File: src/rtl/pan_digit_tx_if.sv
// Digit-stream framing bundle: start/pan_end strobes plus the
// ready/valid digit path between a PAN transmitter and its sink.
interface pan_digit_tx_if;
  logic       start_out;
  logic       digit_valid_out;
  logic [3:0] digit_out;
  logic       digit_ready;
  logic       pan_end_out;

  modport master (
    output start_out,
    output digit_valid_out,
    output digit_out,
    output pan_end_out,
    input  digit_ready
  );

  modport slave (
    input  start_out,
    input  digit_valid_out,
    input  digit_out,
    input  pan_end_out,
    output digit_ready
  );
endinterface

File: src/rtl/pan_digit_tx.sv
// BCD PAN serializer: start pulse, ready/valid digits, pan_end pulse.
// Optional PAN_TX_MASK_EN adds mask_req to zero the middle digits.
module pan_digit_tx #(
  parameter int MAX_DIGITS = 19,
  parameter int MIN_DIGITS = 1
) (
  input  logic                    clk,
  input  logic                    rst_n,
  input  logic                    load,
`ifdef PAN_TX_MASK_EN
  input  logic                    mask_req,
`endif
  input  logic [4*MAX_DIGITS-1:0] pan_bcd_in,
  input  logic [4:0]              len_in,
  input  logic                    abort,
  pan_digit_tx_if.master          tx,
  output logic                    busy,
  output logic                    done,
  output logic                    load_err
);

  localparam int W = 4 * MAX_DIGITS;

  typedef enum logic [1:0] {
    S_IDLE,
    S_START,
    S_SEND,
    S_END
  } state_e;

  state_e       state_q;
  logic [W-1:0] sr_q;
  logic [4:0]   len_q;
  logic [4:0]   rem_q;
  logic [3:0]   dig_q;
  logic         vld_q;
  logic         start_q;
  logic         end_q;
  logic         busy_q;
  logic         err_q;
`ifdef PAN_TX_MASK_EN
  logic         mask_q;
  logic [4:0]   pos_d;
`endif

  logic         bad_nib;
  logic         load_ok;
  logic [W-1:0] aligned;
  logic         mask_hit;
  logic [3:0]   dig_d;

  // only nibbles inside the requested length are checked
  always_comb begin
    bad_nib = 1'b0;
    for (int i = 0; i < MAX_DIGITS; i++) begin
      if (i < int'(len_in) && pan_bcd_in[4*i +: 4] > 4'd9)
        bad_nib = 1'b1;
    end
    load_ok = (int'(len_in) >= MIN_DIGITS)
           && (int'(len_in) <= MAX_DIGITS)
           && !bad_nib;
  end

  // first digit lands in the top nibble of the shift register
  assign aligned =
    pan_bcd_in << (4 * (MAX_DIGITS - int'(len_in)));

`ifdef PAN_TX_MASK_EN
  always_comb begin
    pos_d    = 5'(len_q - rem_q + 5'd1);
    mask_hit = mask_q
            && len_q > 5'd10
            && pos_d >= 5'd6
            && pos_d <= 5'(len_q - 5'd5);
  end
`else
  assign mask_hit = 1'b0;
`endif

  assign dig_d = mask_hit ? 4'h0 : sr_q[W-1 -: 4];

  always_ff @(posedge clk or negedge rst_n) begin
    if (!rst_n) begin
      state_q <= S_IDLE;
      sr_q    <= '0;
      len_q   <= '0;
      rem_q   <= '0;
      dig_q   <= '0;
      vld_q   <= 1'b0;
      start_q <= 1'b0;
      end_q   <= 1'b0;
      busy_q  <= 1'b0;
      err_q   <= 1'b0;
`ifdef PAN_TX_MASK_EN
      mask_q  <= 1'b0;
`endif
    end else begin
      start_q <= 1'b0;
      end_q   <= 1'b0;
      err_q   <= 1'b0;
      unique case (state_q)
        S_IDLE: begin
          if (load) begin
            if (load_ok) begin
              sr_q    <= aligned;
              len_q   <= len_in;
`ifdef PAN_TX_MASK_EN
              mask_q  <= mask_req;
`endif
              state_q <= S_START;
              start_q <= 1'b1;
              busy_q  <= 1'b1;
            end else begin
              err_q   <= 1'b1;
            end
          end
        end
        S_START: begin
          if (abort) begin
            state_q <= S_IDLE;
            busy_q  <= 1'b0;
          end else begin
            state_q <= S_SEND;
            vld_q   <= 1'b1;
            dig_q   <= sr_q[W-1 -: 4];
            sr_q    <= sr_q << 4;
            rem_q   <= len_q;
          end
        end
        S_SEND: begin
          if (abort) begin
            state_q <= S_IDLE;
            vld_q   <= 1'b0;
            busy_q  <= 1'b0;
          end else if (tx.digit_ready) begin
            if (rem_q == 5'd1) begin
              state_q <= S_END;
              vld_q   <= 1'b0;
              end_q   <= 1'b1;
              rem_q   <= '0;
            end else begin
              rem_q   <= rem_q - 5'd1;
              dig_q   <= dig_d;
              sr_q    <= sr_q << 4;
            end
          end
        end
        S_END: begin
          state_q <= S_IDLE;
          busy_q  <= 1'b0;
        end
      endcase
    end
  end

  assign tx.start_out       = start_q;
  assign tx.digit_valid_out = vld_q;
  assign tx.digit_out       = dig_q;
  assign tx.pan_end_out     = end_q;
  assign busy               = busy_q;
  assign done               = end_q;
  assign load_err           = err_q;

endmodule
File: src/flat_wrapper.sv
// flat-port wrapper written by rule: the top's interface ports become plain ports
module pan_digit_tx_flat 
#(
  parameter int MAX_DIGITS = 19,
  parameter int MIN_DIGITS = 1
)
  (clk, rst_n, load, pan_bcd_in, len_in, abort, busy, done, load_err, tx_start_out, tx_digit_valid_out, tx_digit_out, tx_pan_end_out, tx_digit_ready);
  pan_digit_tx_if tx_i ();
  input  logic clk;
  input  logic rst_n;
  input  logic load;
  input  logic [4*MAX_DIGITS-1:0] pan_bcd_in;
  input  logic [4:0] len_in;
  input  logic abort;
  output logic busy;
  output logic done;
  output logic load_err;
  output wire logic [$bits(tx_i.start_out)-1:0] tx_start_out;
  output wire logic [$bits(tx_i.digit_valid_out)-1:0] tx_digit_valid_out;
  output wire logic [$bits(tx_i.digit_out)-1:0] tx_digit_out;
  output wire logic [$bits(tx_i.pan_end_out)-1:0] tx_pan_end_out;
  input wire logic [$bits(tx_i.digit_ready)-1:0] tx_digit_ready;
  assign tx_start_out = tx_i.start_out;
  assign tx_digit_valid_out = tx_i.digit_valid_out;
  assign tx_digit_out = tx_i.digit_out;
  assign tx_pan_end_out = tx_i.pan_end_out;
  assign tx_i.digit_ready = tx_digit_ready;
  pan_digit_tx #(.MAX_DIGITS(MAX_DIGITS), .MIN_DIGITS(MIN_DIGITS)) u_core (.clk(clk), .rst_n(rst_n), .load(load), .pan_bcd_in(pan_bcd_in), .len_in(len_in), .abort(abort), .tx(tx_i), .busy(busy), .done(done), .load_err(load_err));
endmodule
File: config.mk
export PLATFORM = sky130hd
export DESIGN_NAME = pan_digit_tx_flat
export DESIGN_NICKNAME = d
export VERILOG_FILES = /design/src/rtl/pan_digit_tx_if.sv /design/src/rtl/pan_digit_tx.sv /design/src/flat_wrapper.sv
export SDC_FILE = /design/constraint.sdc
export NUM_CORES = 1
export LEC_CHECK = 0
export ABC_AREA = 0
export CORE_MARGIN = 3
export CORE_UTILIZATION = 39
export DETAILED_ROUTE_END_ITERATION = 8
export PLACE_DENSITY = 0.66
export SETUP_SLACK_MARGIN = 0.3
export SYNTH_ARGS = -nofsm -noshare
export SYNTH_HDL_FRONTEND = slang
export SYNTH_SLANG_ARGS = --single-unit
File: constraint.sdc
create_clock -name clk -period 3.16 [get_ports clk]
set_input_delay 0.632 -clock clk [delete_from_list [all_inputs] [get_ports clk]]
set_output_delay 0.632 -clock clk [all_outputs]
set_load 0.1 [all_outputs]
=== Yosys cells after proc, flatten, opt, wreduce, memory -nomap -nowiden ===
Index checks and enable logic that the tools add are counted.

* Output and inout bits: 10
* Bits in registers: 97

* Reduce and logical (&&, ||, !) cells: 33
* $add $sub $neg: 2
* Eq/ne operators: 13
* Shifts and indexed selects: 1
* Magnitude comparators: 40
* Mux-type cells: 62

{| class="wikitable"
|+ Operator list
! operator !! count
|-
| 76-bit two-way mux || 6
|-
| 76-bit case mux with 3 select lines || 1
|-
| 4-bit > comparator, second input constant || 19
|-
| 76-bit by 32-bit left shift with 76-bit output || 1
|-
| 4-bit by 5-bit less-than comparator with 1-bit output, first input constant || 8
|-
| 1-bit two-way mux || 36
|-
| 1-bit logical AND || 21
|-
| 3-bit by 5-bit less-than comparator with 1-bit output, first input constant || 4
|-
| 5-bit two-way mux || 4
|-
| 4-bit two-way mux || 4
|-
| 5-bit less-than comparator, first input constant || 3
|-
| 2-bit two-way mux || 6
|-
| 4-bit AND reduction || 3
|-
| 1-bit by 5-bit less-than comparator with 1-bit output, first input constant || 2
|-
| 2-bit by 5-bit less-than comparator with 1-bit output, first input constant || 2
|-
| 2-bit inequality test, second input constant || 5
|-
| 5-bit case mux with 2 select lines || 1
|-
| 2-bit case mux with 4 select lines || 1
|-
| 4-bit case mux with 2 select lines || 1
|-
| 7-bit AND reduction || 1
|-
| 3-bit AND reduction || 2
|-
| 5-bit by 5-bit subtractor with 6-bit output, first input constant || 1
|-
| 5-bit by 1-bit equality test with 1-bit output, second input constant || 1
|-
| 5-bit by 1-bit greater-or-equal comparator with 1-bit output, second input constant || 1
|-
| 15 further kinds || 17
|}

=== Depth between registers and ports, before layout ===
Gate-level depths: netlist of run 1.

* Word-level depth: 26
* Depth in mapped cells: 14
* Gate-level depth less buffers: 10

=== Worst setup path after synthesis of run 1 ===
OpenSTA, ideal clock, no wires.

* Path type: input to register
* Start point: input len_in[2]
* End point: register u_core.sr_q[16]
* Buffers on the path: 5
* Cell stages on the path: 14
* Data required time: 3.035 ns
* Setup time: 0.125 ns
* Path slack: -0.258 ns
* Arrival time: 3.293 ns
* Path through: buf_6 > inv_1 > clkbuf_1 > clkbuf_1 > ha_1 > inv_1 > ha_1 > nand3b_1 > nor4_2 > nand4_2 > o21ai_2 > buf_6 > buf_12 > mux2_4

* Word-level cells in the longest chain between the ends: 25
* Elaborated cells on any way between the ends: 69
* Those cells by class: add/sub (1); order compare (21); eq/ne (1); shift (1); mux (22); reduce/logical (23)

{| class="wikitable"
|+ Ends and longest elaborated chain
! item !! line !! RTL
|-
| from (decl) || flat_wrapper.sv:13 || <nowiki>input logic [4:0] len_in;</nowiki>
|-
| 1-bit by 5-bit less-than comparator with 1-bit output || pan_digit_tx.sv:56 || <nowiki>if (i < int'(len_in) && pan_bcd_in[4*i +: 4] > 4'd9)</nowiki>
|-
| 1-bit logical AND || pan_digit_tx.sv:56 ||
|-
| 1-bit two-way mux (19 in series) || pan_digit_tx.sv:56 ||
|-
| 1-bit logical NOT || pan_digit_tx.sv:61 || <nowiki>&& !bad_nib;</nowiki>
|-
| 1-bit logical AND || pan_digit_tx.sv:61 ||
|-
| 2-bit by 1-bit inequality test with 1-bit output (no line) || -- ||
|-
| 7-bit AND reduction (no line) || -- ||
|-
| to (signal assigned) || pan_digit_tx.sv:105 || <nowiki>sr_q <= aligned;</nowiki>
|-
| to (signal assigned) || pan_digit_tx.sv:126 || <nowiki>sr_q <= sr_q << 4;</nowiki>
|-
| to (signal assigned) || pan_digit_tx.sv:144 || <nowiki>sr_q <= sr_q << 4;</nowiki>
|-
| to (decl) || pan_digit_tx.sv:32 || <nowiki>logic [W-1:0] sr_q;</nowiki>
|}

Several ways; a longest one is shown, not always the timed one. The select of a mux whose other input is x is not followed.
A chain may end at the register's enable or synchronous reset.

=== Worst setup path after layout of run 1 ===
* Start point: input len_in[3]
* End point: register u_core.sr_q[56]

Same word-level chain as after synthesis.

==> metrics.txt, run 1 <==
# TYPE chip_impl_metric gauge
chip_impl_metric{name="design.die.area",unit="um2"} 23700
chip_impl_metric{name="worst_slack",unit="ns"} 0.358
chip_impl_metric{name="postSynthNetCount",unit=""} 978
chip_impl_metric{name="synth_cells",unit=""} 883
chip_impl_metric{name="routabilityCongestion",unit=""} 0.972
chip_impl_metric{name="placedInstanceArea",unit="um2"} 10200
chip_impl_metric{name="clock_tree.htree_level_count",unit=""} 3
chip_impl_info{name="cts_tree",value="done"} 1
chip_impl_metric{name="power-per-cell-area",unit="nW/um2"} 687
chip_impl_info{name="cts-root-buf",value="clkbuf_16"} 1
chip_impl_metric{name="globalRoute.totalOverflow",unit=""} 0
chip_impl_metric{name="io_buffer_count",unit=""} 95
chip_impl_metric{name="grt_start_max_net_pins",unit=""} 65
chip_impl_metric{name="clock.fmax",unit="MHz"} 357
chip_impl_metric{name="area_added_between_synthesis_and_finish",unit="%"} 22.8
chip_impl_metric{name="routed_via_density",unit=""} 6.20
chip_impl_info{name="synth_ff_type",value="dfrtp_1"} 1
chip_impl_metric{name="per_instance_average_area_after_synthesis",unit="um2"} 9.67
chip_impl_metric{name="number_of_enable_type_register_cells_in_the_synthesized_netlist",unit=""} 0
chip_impl_metric{name="antenna_violating_nets_post_route",unit=""} 0
chip_impl_metric{name="tightestPinTransition",unit="ns"} 0.555
chip_impl_metric{name="hold_buffers_post_cts",unit=""} 0
chip_impl_metric{name="fp.coreArea",unit="um2"} 21300
chip_impl_info{name="holdCritPathClass",value="input pin to asynchronous set/reset pin"} 1
chip_impl_metric{name="first_global_vias",unit=""} 7709
chip_impl_info{name="path_class",value="input pin to flip-flop"} 1
chip_impl_metric{name="nets",unit=""} 1094
chip_impl_metric{name="numClockSinks",unit=""} 97
chip_impl_metric{name="postSynth.asyncResetShare",unit="%"} 100
chip_impl_metric{name="finalInstanceArea",unit="um2"} 10500
chip_impl_metric{name="max-cap-violations",unit=""} 0
chip_impl_metric{name="power_leakage",unit="nW"} 4.48
chip_impl_metric{name="worst_setup_hold_path_clk_slew",unit="ns"} 0.07
chip_impl_metric{name="placedCellCount",unit=""} 1260
chip_impl_metric{name="finClkSkew",unit="ns"} 0.00817
chip_impl_metric{name="synth_top_area_share",unit="%"} 28.4
chip_impl_info{name="most-common-layout-cells",value="dfrtp_1 (97), buf_4 (84), nand2_1 (82)"} 1
chip_impl_info{name="status",value="complete, no violations"} 1
chip_impl_metric{name="slew_violations",unit=""} 0
chip_impl_metric{name="timing.critical_path.fanout_max",unit=""} 13
chip_impl_info{name="grt_setup_unrepaired",value="true"} 1
chip_impl_metric{name="floorplan.initialDensity",unit="%"} 40.1
chip_impl_metric{name="netlist_area",unit="um2"} 8540
chip_impl_metric{name="vdd_ir_drop_max",unit="mV"} 0.542
chip_impl_metric{name="detail_route.first_pass.iterations",unit=""} 6
chip_impl_info{name="cp-end-kind",value="flip-flop"} 1
chip_impl_metric{name="grt_antenna_before_repair",unit=""} 0
chip_impl_metric{name="clk_path_buf_depth",unit=""} 2
chip_impl_metric{name="tritoncts.num_buffers",unit=""} 9
chip_impl_metric{name="detailedPlacementHpwl",unit="mm"} 21.6
chip_impl_metric{name="layout.core_utilization",unit="%"} 49.3
chip_impl_info{name="layout_commonest_cell",value="dfrtp_1"} 1
chip_impl_metric{name="preCtsSetupSlack",unit="ns"} -0.00436
chip_impl_metric{name="worst-endpoint-arrival",unit="ns"} 3.04
chip_impl_metric{name="grt_pass1_wl",unit="mm"} 43.9
chip_impl_metric{name="layout_worst_path_cycle_share",unit="%"} 88.7
chip_impl_metric{name="ys.warnings.count",unit=""} 0
chip_impl_metric{name="detailed_router_s_first_iteration_violation_count",unit=""} 998
chip_impl_metric{name="final-hold-violation-count",unit=""} 0
chip_impl_metric{name="postRouteWirelength",unit="mm"} 28.3
chip_impl_metric{name="clkLatencyLatePin",unit="ns"} 0.36
chip_impl_metric{name="vias_after_detailed_routing",unit=""} 7932
chip_impl_metric{name="fp-row-count",unit=""} 53
chip_impl_metric{name="number_of_setup_violations_in_the_final_report",unit=""} 0
chip_impl_metric{name="synth-seq-area-share",unit="%"} 28.4
chip_impl_metric{name="remaining_drc_errors",unit=""} 0
chip_impl_metric{name="die_height",unit="um"} 154
chip_impl_info{name="synth.largest_area_cell",value="dfrtp_1"} 1
chip_impl_metric{name="layout_cells_sized_above_1",unit="%"} 26.6
chip_impl_metric{name="floorplan.io_pins",unit=""} 96
chip_impl_metric{name="fin_crit",unit="ns"} 2.80
chip_impl_metric{name="critPathRequiredTime",unit="ns"} 3.40
chip_impl_metric{name="timing.max_slew.rel_slack",unit="%"} 62.8
chip_impl_metric{name="final-instance-count-excl-fill",unit=""} 1279
chip_impl_info{name="start_kind",value="input pin"} 1
chip_impl_metric{name="antenna-diode-count",unit=""} 0
chip_impl_metric{name="synth_cell_type_count",unit=""} 60
chip_impl_metric{name="ys_ff_latch",unit=""} 97
chip_impl_metric{name="groute.usage.overall",unit="%"} 23.4
chip_impl_metric{name="whs",unit="ns"} 0.227
chip_impl_metric{name="die_width",unit="um"} 154
chip_impl_metric{name="wire_per_inst",unit="um"} 22.1
chip_impl_info{name="cell_types_with_the_largest_area_share_after_synthesis",value="dfrtp_1 (28%), mux2_2 (9.0%), mux4_2 (9.0%)"} 1
-- Yosys cell counts (all sizes together) (6+ instances only) --
cell type / number
a211oi: 9
a21oi: 43
a221o: 9
a221oi: 10
a222oi: 8
a22o: 25
a22oi: 9
a31oi: 13
a32o: 6
and2: 8
buf: 51
clkbuf: 25
dfrtp: 97
ha: 9
inv: 26
mux2: 99
mux2i: 61
mux4: 34
nand2: 82
nand2b: 13
nand3: 10
nor2: 69
nor3: 27
o211ai: 7
o21ai: 52
o221ai: 12
o22ai: 11
o31ai: 15
o32a: 6
-- per-layer routing --
layer | GRT usage (%) | vias up | share of wire [%]
met5 | 0 | - | 0
met4 | 6.22 | 0 | 2.3
met3 | 5.24 | 42 | 8.7
met2 | 34.1 | 414 | 43
met1 | 34.9 | 3855 | 46
li1 | - | 3621 | -
-- cells by family after synthesis --
kind of cell               count (synthesis)  synth area share (%)
adders and majority gates                  9                  1.32
and+or+nand+nor                          232                  12.6
buffers and inverters                    103                  6.72
muxes                                    194                  30.5
DFF                                       97                  28.4
AOI/OAI and AO/OA                        248                  20.4
-- registers in the layout, indices dropped and copies added (netlist names) --
name and flops:
u_core.tx.digit_out 4, u_core.state_q 2, u_core.done 1, u_core.len_q 5, u_core.sr_q 76, u_core.tx.digit_valid_out 1
u_core.load_err 1, u_core.rem_q 5, u_core.tx.start_out 1, u_core.busy 1
-- area by class of cell --
type	count	area (um2)
repair buffers	181	1750
multi-input cells	683	5590
fillers	1990	10800
flip-flops and latches	97	2430
well taps	275	344
clock inverters	5	37.5
clock buffers	11	233
inverters	27	106
-- power breakdown --
part | switching, mW | internal (mW)
registers | 0.240 | 1.63
clock network | 0.516 | 0.540
logic | 2.27 | 2.01
total | 3.03 | 4.18
-- through the flow --
step / setup TNS [ns] / power, mW
after floorplan: 0 / 4.86
after global placement: 0 / 6.00
final: 0 / 7.21
after global routing: 0 / 7.61
after detailed placement: -0.0109 / 6.05
after CTS: 0 / 7.11
-- final timing paths --
kind	to	slack, ns	start	cells after the start
max	u_core.sr_q[56]	0.36	len_in[3]	12
min	u_core.sr_q[40]	0.23	rst_n	1
max reg2reg	u_core.sr_q[52]	0.55	u_core.rem_q[1]	10
min reg2reg	u_core.tx.digit_out[2]	0.51	u_core.sr_q[74]	1
max in group asynchronous	u_core.sr_q[73]	2.22	rst_n	2
min in group clk	u_core.tx.digit_out[2]	0.51	u_core.sr_q[74]	1
-- worst max-delay path: stages --
cell and delay, ns:
clkdlybuf4s50_1 0.44, inv_1 0.14, ha_4 0.14, inv_1 0.04, ha_1 0.16, nand3b_1 0.18
nor4_2 0.20, nand4_2 0.19, o21ai_4 0.18, buf_12 0.19, buf_4 0.19, mux2_2 0.34
-- timing repair --
item | CTS | global route
setup buffers | 0 | 3
gates resized for setup | 0 | 8
endpoints found under the hold margin | 0 | 0
setup endpoints to repair | 0 | 73
No activity file was read; power rests on OpenSTA's default activity.
==> run 2, diff against run 1 <==
- clock period: 3.16 -> 2.6 ns (I/O delays scaled with it)
==> metrics.txt, run 2 (synthesis results as in run 1) <==
# TYPE chip_impl_metric gauge
chip_impl_metric{name="slew_violations",unit=""} 0
chip_impl_metric{name="floorplan.initialDensity",unit="%"} 40.1
chip_impl_metric{name="layout_worst_path_cycle_share",unit="%"} 98.9
chip_impl_metric{name="placedCellCount",unit=""} 1417
chip_impl_metric{name="worst_setup_hold_path_clk_slew",unit="ns"} 0.08
chip_impl_metric{name="setup.reg_to_reg.worst_slack",unit="ns"} 0.03
chip_impl_metric{name="power.clock.fraction",unit="%"} 13.0
chip_impl_metric{name="fp-row-count",unit=""} 53
chip_impl_info{name="top_register",value="u_core.sr_q"} 1
chip_impl_metric{name="numClockSinks",unit=""} 97
chip_impl_info{name="r2r_start",value="u_core.rem_q[1]"} 1
chip_impl_metric{name="nets",unit=""} 1279
chip_impl_info{name="status",value="complete, no violations"} 1
chip_impl_info{name="cp_cell_sequence",value="inv_2, ha_4, or4b_4, a31oi_4, nor3_2, nand4_1, o21ai_4, buf_6, buf_6, buf_16, buf_12, buf_6, mux2_4"} 1
chip_impl_info{name="path_class",value="flip-flop to flip-flop"} 1
chip_impl_metric{name="power_leakage",unit="nW"} 5.78
chip_impl_metric{name="floorplan.io_pins",unit=""} 96
chip_impl_info{name="layout_commonest_cell",value="buf_4"} 1
chip_impl_metric{name="final-instance-count-excl-fill",unit=""} 1464
chip_impl_metric{name="p_sw_share",unit="%"} 39.5
chip_impl_metric{name="detail_route.first_pass.iterations",unit=""} 5
chip_impl_info{name="critical-path-slowest-cell",value="or4b_4"} 1
chip_impl_metric{name="wl_met3",unit="mm"} 2.46
chip_impl_info{name="top_layer",value="met4"} 1
chip_impl_metric{name="m1WireLength",unit="mm"} 13.8
chip_impl_info{name="timing.critical_path.mode_cell",value="buf_6"} 1
chip_impl_info{name="holdCritPathClass",value="input pin to asynchronous set/reset pin"} 1
chip_impl_metric{name="routed_via_density",unit=""} 5.91
chip_impl_metric{name="layout_cells_sized_above_1",unit="%"} 41.7
chip_impl_metric{name="finClkSkew",unit="ns"} 0.0139
chip_impl_metric{name="antenna_violating_nets_post_route",unit=""} 0
chip_impl_metric{name="area_added_between_synthesis_and_finish",unit="%"} 47.0
chip_impl_metric{name="vias_after_detailed_routing",unit=""} 8647
chip_impl_info{name="biggest_registers_after_layout",value="u_core.sr_q: 76 flops, u_core.len_q: 5 flops, u_core.rem_q: 5 flops"} 1
chip_impl_metric{name="critPathRequiredTime",unit="ns"} 2.85
chip_impl_metric{name="clkLatencyLatePin",unit="ns"} 0.36
chip_impl_metric{name="worst-endpoint-arrival",unit="ns"} 2.82
chip_impl_metric{name="grt_start_max_net_pins",unit=""} 49
chip_impl_info{name="cts-root-buf",value="clkbuf_16"} 1
chip_impl_metric{name="largest_register_ff_count",unit=""} 76
chip_impl_metric{name="power_frac_seq",unit="%"} 21.2
chip_impl_metric{name="grt_antenna_before_repair",unit=""} 0
chip_impl_metric{name="setup_total_negative_slack",unit="ns"} 0
chip_impl_info{name="start_kind",value="flip-flop"} 1
chip_impl_metric{name="detailed_router_s_first_iteration_violation_count",unit=""} 837
chip_impl_metric{name="fillCellCount",unit=""} 1798
chip_impl_info{name="cp-end-kind",value="flip-flop"} 1
chip_impl_metric{name="dr_wl_met2",unit="mm"} 14.3
chip_impl_metric{name="clock_tree.htree_level_count",unit=""} 3
chip_impl_metric{name="tightestPinTransition",unit="ns"} 0.591
chip_impl_info{name="grt_setup_unrepaired",value="true"} 1
chip_impl_metric{name="first_global_vias",unit=""} 8651
chip_impl_metric{name="clk_path_buf_depth",unit=""} 2
chip_impl_metric{name="remaining_drc_errors",unit=""} 0
chip_impl_metric{name="antenna-diode-count",unit=""} 0
chip_impl_metric{name="max-cap-violations",unit=""} 0
chip_impl_metric{name="design.die.area",unit="um2"} 23700
chip_impl_metric{name="slowest_stage_delay_on_critical_path",unit="ns"} 0.50
chip_impl_info{name="worst_setup_path_start",value="u_core.rem_q[1]"} 1
chip_impl_info{name="cts_tree",value="done"} 1
chip_impl_metric{name="globalRoute.totalOverflow",unit=""} 0
chip_impl_metric{name="io_buffer_count",unit=""} 95
chip_impl_metric{name="fp.coreArea",unit="um2"} 21300
chip_impl_metric{name="groute.usage.overall",unit="%"} 25.5
chip_impl_metric{name="die_width",unit="um"} 154
chip_impl_metric{name="combPwrFrac",unit="%"} 65.8
chip_impl_metric{name="final-hold-violation-count",unit=""} 0
chip_impl_metric{name="number_of_setup_violations_in_the_final_report",unit=""} 0
chip_impl_metric{name="clock.fmax",unit="MHz"} 389
chip_impl_metric{name="critPathBufInv",unit=""} 6
chip_impl_metric{name="grt_pass1_wl",unit="mm"} 48.3
chip_impl_metric{name="timing.critical_path.fanout_max",unit=""} 5
chip_impl_metric{name="postRouteWirelength",unit="mm"} 31.4
chip_impl_metric{name="routabilityCongestion",unit=""} 0.959
chip_impl_metric{name="p_int",unit="mW"} 6.58
chip_impl_metric{name="timing.max_slew.rel_slack",unit="%"} 60.6
chip_impl_metric{name="tritoncts.num_buffers",unit=""} 9
chip_impl_metric{name="fin_crit",unit="ns"} 2.57
chip_impl_metric{name="switchingPower",unit="mW"} 4.29
chip_impl_metric{name="detailedPlacementHpwl",unit="mm"} 23.8
chip_impl_metric{name="vdd_ir_drop_max",unit="mV"} 0.566
chip_impl_metric{name="power-per-cell-area",unit="nW/um2"} 866
chip_impl_metric{name="die_height",unit="um"} 154
chip_impl_info{name="most-common-layout-cells",value="buf_4 (232), dfrtp_1 (97), nand2_1 (81)"} 1
chip_impl_info{name="worst_path_dominant_cell_family",value="buffers and inverters"} 1
chip_impl_metric{name="wire_per_inst",unit="um"} 21.4
-- run 2: cell count changes in the layout (fill, tap and decap cells not counted), moves of 13 or more --
cell / delta
clkdlybuf4s50_1: -43
mux2_2: -33
buf_6: +20
o21ai_0: -13
dlygate4sd2_1: +14
mux2_4: +33
dlymetal6s2s_1: +15
buf_4: +148
-- run 2: per-stage QoR --
step / power (mW) / hold slack [ns] / area [um2] / util (%) / setup slack [ns]
detailed placement: 7.74 / 0.494 / 11400 / 53.6 / -0.433
floorplan: 5.93 / 0.224 / 8620 / - / -0.144
finish: 10.9 / 0.160 / 12600 / 59.0 / 0.0292
CTS: 10.1 / 0.172 / 12100 / 56.7 / 0.0760
global placement: 7.66 / 0.486 / 11400 / 53.6 / -0.423
global route: 11.4 / 0.203 / 12600 / 59.0 / -0.0380
-- run 2: worst paths after layout --
kind,to,cells after the start
setup / recovery,u_core.sr_q[14],13
hold / removal,u_core.sr_q[21],1
setup reg to reg,u_core.sr_q[14],13
hold reg to reg,u_core.sr_q[73],1
max in group asynchronous,u_core.len_q[1],2
min in group clk,u_core.sr_q[73],1
-- run 2: final cells by class --
cell class              count  area, um2  area share [%]
clock buffers               9        225            1.79
multi-input cells         683       5940            47.3
flip-flops and latches     97       2430            19.3
inverters                  27        123           0.977
clock inverters             7       82.6           0.658
well taps                 275        344            2.74
repair buffers            366       3420            27.2
-- run 2: what timing repair did --
item / CTS / global route
gates cloned: 3 / 3
buffers inserted: 18 / 7
hold endpoints to repair: 0 / 0
pin swaps: 19 / 22
setup endpoints to repair: 88 / 84
gates resized for setup: 85 / 121
hold buffers: 0 / 0
-- run 2: power groups by stage --
| stage | clock (mW) | sequential [mW] | combinational [mW] |
|---|---|---|---|
| after floorplan | 0 | 2.49 | 3.44 |
| after global placement | 0 | 2.28 | 5.38 |
| after detailed placement | 0 | 2.28 | 5.46 |
| after CTS | 1.44 | 2.28 | 6.36 |
| after global routing | 1.48 | 2.35 | 7.53 |
| final | 1.42 | 2.30 | 7.15 |
-- run 2: routing by layer --
layer  vias to the layer above  track usage (%)
met4                         0             8.54
li1                       3988                -
met2                       400             38.4
met3                        52             5.69
met5                         -                0
met1                      4207             36.3
-- run 2: worst reg2reg max path, delay by kind of cell, from the launching register on --
| family | cells | cell delay, ns |
|---|---|---|
| adders and majority gates | 1 | 0.13 |
| buffers and inverters | 6 | 0.69 |
| DFF | 1 | 0.40 |
| and+or+nand+nor | 3 | 0.66 |
| muxes | 1 | 0.29 |
| AOI/OAI and AO/OA | 2 | 0.29 |
==> run 3, diff against run 2 <==
- CORE_ASPECT_RATIO: default -> 0.7
- clock period: 2.6 -> 2.4 ns (I/O delays scaled with it)
==> metrics.txt, run 3 (synthesis results as in run 1) <==
# TYPE chip_impl_metric gauge
chip_impl_metric{name="groute.usage.overall",unit="%"} 29.7
chip_impl_metric{name="final-instance-count-excl-fill",unit=""} 1498
chip_impl_metric{name="preCtsSetupSlack",unit="ns"} -0.721
chip_impl_info{name="layout_commonest_cell",value="buf_4"} 1
chip_impl_info{name="violations",value="negative setup slack"} 1
chip_impl_metric{name="detailed_router_s_first_iteration_violation_count",unit=""} 1196
chip_impl_metric{name="number_of_setup_violations_in_the_final_report",unit=""} 74
chip_impl_metric{name="globalRouteMet1Util",unit="%"} 44.7
chip_impl_info{name="cts-root-buf",value="clkbuf_16"} 1
chip_impl_metric{name="fp-row-count",unit=""} 44
chip_impl_metric{name="critPathRequiredTime",unit="ns"} 2.64
chip_impl_metric{name="wire_per_inst",unit="um"} 24.0
chip_impl_info{name="biggest_registers_after_layout",value="u_core.sr_q: 76 flops, u_core.len_q: 5 flops, u_core.rem_q: 5 flops"} 1
chip_impl_info{name="start_kind",value="input pin"} 1
chip_impl_metric{name="detailedPlacementHpwl",unit="mm"} 28.0
chip_impl_info{name="path_class",value="input pin to flip-flop"} 1
chip_impl_metric{name="p_sw_share",unit="%"} 39.8
chip_impl_metric{name="finClkSkew",unit="ns"} 0.00880
chip_impl_metric{name="slew_violations",unit=""} 0
chip_impl_metric{name="power-per-cell-area",unit="nW/um2"} 916
chip_impl_metric{name="routabilityCongestion",unit=""} 1.05
chip_impl_metric{name="power.clock.fraction",unit="%"} 13.9
chip_impl_metric{name="nets",unit=""} 1312
chip_impl_metric{name="layout_worst_path_cycle_share",unit="%"} 106
chip_impl_metric{name="antenna-diode-count",unit=""} 0
chip_impl_metric{name="clk_path_buf_depth",unit=""} 2
chip_impl_info{name="status",value="finished, violations left"} 1
chip_impl_metric{name="area_added_between_synthesis_and_finish",unit="%"} 48.4
chip_impl_metric{name="power_leakage",unit="nW"} 5.82
chip_impl_metric{name="slowest_stage_delay_on_critical_path",unit="ns"} 0.53
chip_impl_metric{name="largest_register_ff_count",unit=""} 76
chip_impl_metric{name="gr_layer_usage_met2",unit="%"} 41.2
chip_impl_metric{name="die_height",unit="um"} 130
chip_impl_metric{name="tritoncts.num_buffers",unit=""} 9
chip_impl_metric{name="final-hold-violation-count",unit=""} 0
chip_impl_metric{name="p_int",unit="mW"} 6.99
chip_impl_metric{name="setup_total_negative_slack",unit="ns"} -6.28
chip_impl_metric{name="worst-endpoint-arrival",unit="ns"} 2.77
chip_impl_metric{name="combPwrFrac",unit="%"} 64.8
chip_impl_metric{name="max-cap-violations",unit=""} 0
chip_impl_info{name="cp_cell_sequence",value="clkdlybuf4s50_1, a21oi_4, a31oi_4, nor3_2, buf_4, nand4_1, o21ai_4, buf_12, clkbuf_16, mux2_2"} 1
chip_impl_metric{name="numClockSinks",unit=""} 97
chip_impl_metric{name="worst_slack",unit="ns"} -0.136
chip_impl_metric{name="switchingPower",unit="mW"} 4.62
chip_impl_metric{name="floorplan.io_pins",unit=""} 96
chip_impl_metric{name="power_frac_seq",unit="%"} 21.3
chip_impl_metric{name="layout_cells_sized_above_1",unit="%"} 44.1
chip_impl_info{name="cp-end-kind",value="flip-flop"} 1
chip_impl_metric{name="placedCellCount",unit=""} 1457
chip_impl_info{name="top_usage_layer",value="met1"} 1
chip_impl_metric{name="postRouteWirelength",unit="mm"} 35.9
chip_impl_metric{name="grt_antenna_before_repair",unit=""} 0
chip_impl_metric{name="fillCellCount",unit=""} 1795
chip_impl_info{name="holdCritPathClass",value="input pin to asynchronous set/reset pin"} 1
chip_impl_metric{name="routed_via_density",unit=""} 6.16
chip_impl_metric{name="antenna_violating_nets_post_route",unit=""} 0
chip_impl_metric{name="clock.fmax",unit="MHz"} 394
chip_impl_metric{name="worst_setup_hold_path_clk_slew",unit="ns"} 0.07
chip_impl_metric{name="vdd_ir_drop_max",unit="mV"} 1.43
chip_impl_metric{name="timing.max_slew.rel_slack",unit="%"} 61.9
chip_impl_metric{name="layout.core_utilization",unit="%"} 59.9
chip_impl_metric{name="die_width",unit="um"} 183
chip_impl_metric{name="vias_after_detailed_routing",unit=""} 9222
chip_impl_metric{name="grt_pass1_wl",unit="mm"} 53.7
chip_impl_metric{name="globalRoute.totalOverflow",unit=""} 0
chip_impl_metric{name="first_global_vias",unit=""} 8847
chip_impl_info{name="grt_setup_unrepaired",value="true"} 1
chip_impl_metric{name="floorplan.initialDensity",unit="%"} 40.4
chip_impl_metric{name="met3_usage",unit="%"} 11.5
chip_impl_info{name="top_register",value="u_core.sr_q"} 1
chip_impl_metric{name="power.total",unit="mW"} 11.6
chip_impl_metric{name="clkLatencyLatePin",unit="ns"} 0.35
chip_impl_metric{name="fp.coreArea",unit="um2"} 21100
chip_impl_metric{name="io_buffer_count",unit=""} 95
chip_impl_info{name="most-common-layout-cells",value="buf_4 (280), dfrtp_1 (97), nand2_1 (80)"} 1
chip_impl_info{name="critical-path-slowest-cell",value="clkdlybuf4s50_1"} 1
chip_impl_metric{name="clock_tree.htree_level_count",unit=""} 3
chip_impl_metric{name="design.die.area",unit="um2"} 23700
chip_impl_metric{name="fin_crit",unit="ns"} 2.54
chip_impl_info{name="cts_tree",value="done"} 1
chip_impl_metric{name="remaining_drc_errors",unit=""} 0
chip_impl_metric{name="worst_r2r_path_depth",unit=""} 12
chip_impl_metric{name="tightestPinTransition",unit="ns"} 0.571
chip_impl_metric{name="grt_start_max_net_pins",unit=""} 41
chip_impl_metric{name="timing.critical_path.fanout_max",unit=""} 9
chip_impl_metric{name="detail_route.first_pass.iterations",unit=""} 7
[run 3: changes by cell type in the layout (fill, tap and decap cells not counted), moves of 3 or more]
cell             change
buf_8                -6
buf_6                -4
clkbuf_2             -3
clkdlybuf4s50_1      -3
buf_4               +48
dlygate4sd2_1        +7
dlymetal6s2s_1       -5
mux2_4              -28
mux2_2              +28
[run 3: path summary, 6_finish.rpt]
| check | end | slack, ns | start |
|---|---|---|---|
| setup / recovery | u_core.sr_q[10] | -0.14 | abort |
| min in group clk | u_core.sr_q[69] | 0.51 | u_core.sr_q[69] |
| hold / removal | u_core.sr_q[51] | 0.07 | rst_n |
| hold reg to reg | u_core.sr_q[69] | 0.51 | u_core.sr_q[69] |
| setup reg to reg | u_core.sr_q[29] | -0.13 | u_core.rem_q[1] |
| max in group asynchronous | u_core.sr_q[7] | 1.75 | rst_n |
[run 3: timing repair]
| item | in CTS | in global routing |
|---|---|---|
| pin swaps | 19 | 13 |
| hold buffers | 0 | 0 |
| cloned | 3 | 1 |
| resized for setup | 119 | 67 |
| endpoints found under the setup margin | 90 | 89 |
| endpoints found under the hold margin | 0 | 0 |
| setup buffers | 15 | 6 |
[run 3: critical path: cells and delay by family]
| kind | cells | cell delay, ns |
|---|---|---|
| buf+inv | 4 | 1.06 |
| compound gates | 3 | 0.56 |
| mux | 1 | 0.33 |
| simple gates | 2 | 0.32 |
[run 3: layout make-up]
type / instances / area [um2] / area share, %
Multi-Input combinational cell: 683 / 5910 / 46.7
Clock buffer: 10 / 239 / 1.89
Tap cell: 276 / 345 / 2.73
Sequential cell: 97 / 2430 / 19.2
Inverter: 27 / 113 / 0.889
Timing Repair Buffer: 399 / 3540 / 27.9
Clock inverter: 6 / 96.3 / 0.760
[run 3: power by group through the flow]
stage	clock (mW)	sequential, mW	combinational, mW
after floorplan	0	2.70	3.73
after global placement	0	2.46	6.06
after detailed placement	0	2.46	6.16
after CTS	1.64	2.45	7.02
after global routing	1.71	2.52	7.92
final	1.62	2.47	7.53
[run 3: per-stage QoR]
step / hold slack, ns / area, um2
after global routing: 0.0813 / 12700
after CTS: 0.0694 / 12400
after detailed placement: 0.445 / 11700
final: 0.0652 / 12700
after floorplan: 0.184 / 8620
after global placement: 0.445 / 11700
[run 3: metal layers]
metal / wire, um / share of wire, %
met1: 16400 / 46
met2: 14500 / 40
met3: 4580 / 13
met4: 439 / 1.2
met5: 0 / 0
